$ cat config.mk
export PLATFORM = sky130hd
export DESIGN_NAME = r3_unpack
export DESIGN_NICKNAME = d
export VERILOG_FILES = /design/src/rtl/r3_unpack.sv
export SDC_FILE = /design/constraint.sdc
export NUM_CORES = 1
export LEC_CHECK = 0
export BUFFER_PORTS_ARGS = -buffer_cell sky130_fd_sc_hd__buf_2
export CAP_MARGIN = 30
export CORE_MARGIN = 2
export CORE_UTILIZATION = 50
export DETAILED_ROUTE_END_ITERATION = 12
export PLACE_DENSITY = 0.72
export SETUP_SLACK_MARGIN = 0.5
export SYNTH_ARGS = -nofsm -noshare
export SYNTH_HDL_FRONTEND = slang
export SYNTH_SLANG_ARGS = --single-unit
$ cat constraint.sdc
create_clock -name clk -period 5.5 [get_ports clk]
set_clock_uncertainty 0.1 [all_clocks]
set_input_delay 0.55 -clock clk [delete_from_list [all_inputs] [get_ports clk]]
set_output_delay 0.55 -clock clk [all_outputs]
set_load 0.01 [all_outputs]
$ cat src/rtl/r3_unpack.sv
// Unpacks a byte-packed ternary polynomial (four 2-bit codes per byte, LSB-first)
// into one CW-bit word per coefficient in the coefficient RAM.
module r3_unpack #(
    parameter int P  = 757,
    parameter int NB = 190,
    parameter int CW = 13,
    parameter int AW = 11
) (
    input  logic          clk,
    input  logic          rst_n,
    input  logic          start,
    output logic          byte_rd_en,
    output logic [7:0]    byte_addr,
    input  logic [7:0]    byte_data,
    output logic          coef_we,
    output logic [AW-1:0] coef_addr,
    output logic [CW-1:0] coef_data,
    output logic          busy,
    output logic          done,
    output logic          err
);

    // Codes actually carried by the final byte; the bits above them are padding.
    localparam int USED = P - 4 * (NB - 1);

    typedef enum logic [2:0] {IDLE, RD, LAT, WR, DONE} state_t;

    state_t          state;
    logic [7:0]      byte_idx;
    logic [AW-1:0]   coef_idx;
    logic [1:0]      k;
    logic [7:0]      sh;

    function automatic logic [CW-1:0] code_word(input logic [1:0] code);
        return (code == 2'd3) ? CW'(1) : {{(CW-2){1'b0}}, code};
    endfunction

    function automatic logic pad_bad(input logic [7:0] b);
        return (b >> (2 * USED)) != 8'd0;
    endfunction

    // Shift register is pure data: loaded in LAT before any use, so no reset.
    always_ff @(posedge clk) begin
        if (state == LAT)
            sh <= byte_data;
        else if (state == WR)
            sh <= sh >> 2;
    end

    always_ff @(posedge clk or negedge rst_n) begin
        if (!rst_n) begin
            state      <= IDLE;
            byte_idx   <= '0;
            coef_idx   <= '0;
            k          <= '0;
            err        <= 1'b0;
            busy       <= 1'b0;
            done       <= 1'b0;
            byte_rd_en <= 1'b0;
            byte_addr  <= '0;
            coef_we    <= 1'b0;
            coef_addr  <= '0;
            coef_data  <= '0;
        end else begin
            byte_rd_en <= 1'b0;
            coef_we    <= 1'b0;
            done       <= 1'b0;
            case (state)
                IDLE: begin
                    if (start) begin
                        byte_idx   <= '0;
                        coef_idx   <= '0;
                        err        <= 1'b0;
                        busy       <= 1'b1;
                        byte_rd_en <= 1'b1;
                        byte_addr  <= '0;
                        state      <= RD;
                    end
                end
                RD: begin
                    state <= LAT;
                end
                LAT: begin
                    k         <= '0;
                    coef_we   <= 1'b1;
                    coef_addr <= coef_idx;
                    coef_data <= code_word(byte_data[1:0]);
                    if (byte_idx == 8'(NB - 1) && pad_bad(byte_data))
                        err <= 1'b1;
                    state     <= WR;
                end
                WR: begin
                    if (sh[1:0] == 2'd3)
                        err <= 1'b1;
                    coef_idx <= coef_idx + 1'b1;
                    k        <= k + 2'd1;
                    if (coef_idx == AW'(P - 1)) begin
                        done  <= 1'b1;
                        state <= DONE;
                    end else if (k == 2'd3) begin
                        byte_idx   <= byte_idx + 8'd1;
                        byte_rd_en <= 1'b1;
                        byte_addr  <= byte_idx + 8'd1;
                        state      <= RD;
                    end else begin
                        // Outputs for the next write are staged from the code after this shift.
                        coef_we   <= 1'b1;
                        coef_addr <= coef_idx + 1'b1;
                        coef_data <= code_word(sh[3:2]);
                    end
                end
                DONE: begin
                    busy      <= 1'b0;
                    byte_addr <= '0;
                    coef_addr <= '0;
                    coef_data <= '0;
                    state     <= IDLE;
                end
                default: state <= IDLE;
            endcase
        end
    end

endmodule

# Word level (Yosys, flattened, before mapping)
# Index checks and enable logic that the tools add are counted.
# W data, S select, Z words.
# totals
ff_bits,69
wordCells,86
# op_classes
reduce_logical,16
eq_ne,17
n_mux,37
add_sub_neg,3
# op_table
op,count
$mux W8,5
$pmux W13 S3,1
$mux W11,3
$pmux W11 S3,1
$mux W13,2
$pmux W8 S3,1
$pmux W11 S2,1
$pmux W8 S2,1
$pmux W3 S4,1
$reduce_and A4 Y1,3
$add A11 B1 Y11 const B,1
$eq A11 B10 Y1 const B,1
$mux W1,11
$mux W3,3
$reduce_bool A3 Y1,3
$add A8 B1 Y8 const B,1
$eq A2 B2 Y1 const B,4
$eq A8 B8 Y1 const B,1
$reduce_bool A8 Y1,1
$eq A3 B2 Y1 const B,2
$ne A2 B1 Y1 const B,3
$ne A2 B2 Y1 const B,3
$pmux W1 S2,3
$reduce_and A2 Y1,3
11 further kinds,14

# Logic depth before layout (Yosys ltp)
# depth
ltp_word,5
depth_mapped,8
mapped_depth_nobuf,7

# Worst setup path before layout
# No wires, ideal clock.
# synth_timing
path_type,flip-flop to flip-flop
startpoint,reg coef_idx[0]
endpoint,reg coef_addr[7]
slack_ns,3.556
path_stages_with_launch,8
synth_period_minus_slack_ns,1.944
n_path_buf,1
arrival_time_ns,1.719
cell_sequence,dfrtp_1 inv_1 ha_1 and4bb_4 a311o_1 buf_6 nand2_8 mux2_4
# synth_between
elab_chain_len,4
# synth_lines
item,line_no,text
from (decl),30,logic [AW-1:0] coef_idx;
from (signal assigned),95,coef_idx <= coef_idx + 1'b1;
$add A11 B1 Y11,108,coef_addr <= coef_idx + 1'b1;
$mux W11,100,end else if (k == 2'd3) begin
$mux W11,97,if (coef_idx == AW'(P - 1)) begin
$pmux W11 S3,68,case (state)
to (signal assigned),86,coef_addr <= coef_idx;
to (signal assigned),108,
to (decl),16,"output logic [AW-1:0] coef_addr,"
# Several ways; a longest one is shown, not always the timed one. The select of a mux whose other input is x is not followed.
# A chain may end at the register's enable or synchronous reset.

# Worst setup path in the final report
# layout_timing
startpoint,reg state[1]
endpoint,reg coef_addr[7]
# layout_between
elab_chain_len,3
# layout_lines
item,line_no,text
from (decl),28,state_t state;
from (signal assigned),52,state <= IDLE;
from (signal assigned),77,state <= RD;
from (signal assigned),81,state <= LAT;
$eq A3 B2 Y1 or $eq A3 B3 Y1 (tied branches),68,
$ne A2 B2 Y1 (no line) or $reduce_bool A3 Y1 (tied branches),n/a,
$reduce_and A3 Y1 (no line),n/a,
# Several ways; a longest one is shown, not always the timed one.

==> flow_metrics.py <==
metrics = {
    "critical_path": {
        "rrSetupSlack_ns": 3.24,
        "setup.worst_path.end_class": "register",
        "cp.arrival_ns": 2.38,
        "slowest_stage": "nor3b_2",
        "cp.required_ns": 5.62,
        "cp_top_family": "simple AND/OR/NAND/NOR gates",
        "r2r-start": "state[1]",
        "path_cells": "nor3b_2, nor2_2, nand2_8, mux2_4",
        "rr_endpoint": "coef_addr[7]",
        "start_kind": "register",
        "path_buf_inv": 0,
        "ff2ff_path_depth": 4,
        "crit_fanout": 12,
        "criticalPathCategory": "reg2reg",
        "critPathMaxStageDelay_ns": 0.68,
    },
    "grt": {
        "grt_pass1_wl_um": 10120,
        "grt_usage": 0.2053,
        "grt_max_degree": 51,
        "overflow": 0,
        "grt_pass1_vias": 2081,
        "antenna_found_initial": 0,
    },
    "job": {
        "cap_viol_max_count": 0,
    },
    "clocking": {
        "ctsHoldBuffers": 0,
        "cts_max_level": 3,
        "cts_buffer_depth": 2,
        "cts_setup_buffers": 0,
        "cts_resized": 0,
        "cts_tree": "built",
        "cts_root_buffer": "clkbuf_8",
        "cts.clk_slew.worst_paths_ns": 0.06,
        "cts.sink_count": 58,
        "cts_buffers": 9,
        "clk_latency_ns": 0.34,
    },
    "power": {
        "p_leak_uw": 0.001609,
        "seqPwrFrac": 0.375,
        "clkPwrFrac": 0.203,
        "p_sw_uw": 784.8,
        "p_sw_frac": 0.4024,
        "max-vdd-ir-drop_uv": 296.7,
        "power_uw": 1950,
        "p_int_uw": 1166,
        "p_per_area_nw_per_um2": 580.3,
        "pwr-share-comb": 0.422,
    },
    "route": {
        "drt-initial-drc-count": 169,
        "viasPerCell": 5.729,
        "drc": 0,
        "drt_pass1_iterations": 4,
        "wire_per_inst_um": 15.40,
        "wirelength_um": 6131,
        "num_vias": 2280,
        "detail-route-antenna-nets": 0,
    },
    "timing": {
        "min_period_over_period": 0.4112,
        "fmax_ghz": 0.4421,
        "maxSlewHeadroom": 0.3701,
        "rsz0062_at_grt": "no",
        "setup_violations": 0,
        "period_minus_slack_ns": 2.262,
        "worst_pin_slew_ns": 0.9405,
        "hold_violations": 0,
        "drv_slew": 0,
        "tns_ns": 0,
    },
    "floorplanning": {
        "die_w_um": 81.93,
        "die_y_um": 81.93,
        "dieArea_sq_um": 6713,
        "io_pins": 48,
        "fp.coreArea_sq_um": 5886,
        "start_util": 0.5159,
        "fp-row-count": 28,
    },
    "synth": {
        "synth.distinct_cells": 59,
        "synthCells": 287,
        "ys_seq_area_frac": 0.4911,
        "ys_ff_latch": 58,
        "ys_warn_count": 0,
        "synth_area_per_cell_sq_um": 10.58,
        "synth_ff_type": "dfrtp_1",
        "synth_edf_count": 8,
        "async_flop_share": 0.8621,
        "syn-cell-area_sq_um": 3037,
    },
    "placement": {
        "postPlaceCellArea_sq_um": 3163,
        "gp_congestion": 0.8954,
        "portBuffers": 36,
        "dp_hpwl_um": 4259,
    },
    "cells_and_area": {
        "diodes": 0,
        "nets": 334,
        "drive_gt1_frac": 0.2136,
        "fin_area_sq_um": 3361,
        "syn_to_final_growth_pct": 10.67,
    },
    "min_path": {
        "hold_path.class": "in2async",
    },
    "status": {
        "status": "completed",
    },
}
-- cell type report --
type	instances	area, sq um
Inverter	10	37.54
Clock inverter	2	35.03
Timing Repair Buffer	37	187.7
Sequential cell	58	1491
Fill cell	516	2525
Clock buffer	14	162.7
Tap cell	75	93.84
Multi-Input combinational cell	202	1353
-- power groups by stage --
stage          clock network (uW)  registers, uW  logic, uW
2_1_floorplan                   0            709        676
3_5_place_dp                    0            738        825
4_1_cts                       402            730        829
5_1_grt                       420            754        932
6_report                      395            731        824
3_3_place_gp                    0            732        815
-- worst max-delay path by stage --
stage                            from           end  slack, ns  cells after the start
after floorplan           coef_idx[0]  coef_addr[7]       3.56                      7
final                        state[1]  coef_addr[7]       3.24                      4
after global routing         state[1]  coef_addr[7]       3.05                      4
after global placement       state[1]  coef_addr[7]       3.26                      4
after CTS                    state[1]  coef_addr[7]       3.21                      4
after detailed placement     state[1]  coef_addr[7]       3.19                      4
-- logic make-up (layout without fill, tap and decap cells) --
group	count (synthesis)	count (layout)	synth area share
simple gates	86	86	0.1743
compound gates	89	89	0.1978
buf+inv	37	63	0.07581
fa+ha+maj	5	5	0.02060
mux	8	8	0.03049
other cells	1	11	0.001235
xor+xnor	3	3	0.008654
flops	58	58	0.4911
-- cells in the final DEF (no fill, tap or decap), types with 3 or more instances in the layout --
master	n
a21o_1	10
mux2_2	6
or3_1	4
dfrtp_1	50
a2bb2oi_1	4
a31oi_1	8
conb_1	11
a21oi_1	16
nand4_1	3
clkbuf_8	11
inv_1	10
nand2_1	8
o31ai_1	3
ha_1	5
nor2_1	13
a22o_1	4
and2_1	3
nor2_2	3
nand2b_1	7
nor3_1	4
nor4_1	5
nand3_1	19
buf_2	36
o21ai_0	28
clkbuf_1	3
edfxtp_1	8
-- per-layer routing --
| layer | GRT usage | wire length, um | vias to the layer above |
|---|---|---|---|
| li1 | - | - | 1100 |
| met5 | 0 | 0 | - |
| met1 | 0.3108 | 2957 | 1092 |
| met2 | 0.2667 | 2649 | 79 |
| met3 | 0.05934 | 423 | 9 |
| met4 | 0.09667 | 100 | 0 |
-- cell usage after synthesis (7+ instances only) --
library cell	count	share of area
nand2b_1	7	0.014
nand2_1	8	0.0099
a21oi_1	16	0.026
edfxtp_1	8	0.079
nand3_1	19	0.031
buf_4	14	0.035
inv_1	10	0.012
nor2_1	13	0.016
dfrtp_1	50	0.41
a21o_1	10	0.025
o21ai_0	28	0.046
a31oi_1	8	0.016
-- state kept, by name (all words and copies together), names as in the netlist --
name,count
busy,1
byte_addr,8
byte_idx,8
byte_rd_en,1
coef_addr,11
coef_data,2
coef_idx,11
coef_we,1
done,1
err,1
k,2
sh,8
state,3
-- through the flow --
stage / setup WS (ns) / std cells / hold WS (ns) / util
after floorplan: 3.556 / 297 / 0.1544 / -
after global placement: 3.263 / 382 / 0.3571 / 0.5374
after detailed placement: 3.193 / 382 / 0.3648 / 0.5374
after CTS: 3.208 / 398 / 0.2275 / 0.5710
after global routing: 3.052 / 398 / 0.2519 / 0.5710
final: 3.238 / 398 / 0.2049 / 0.5710
Power figures use the tool's default switching activity.
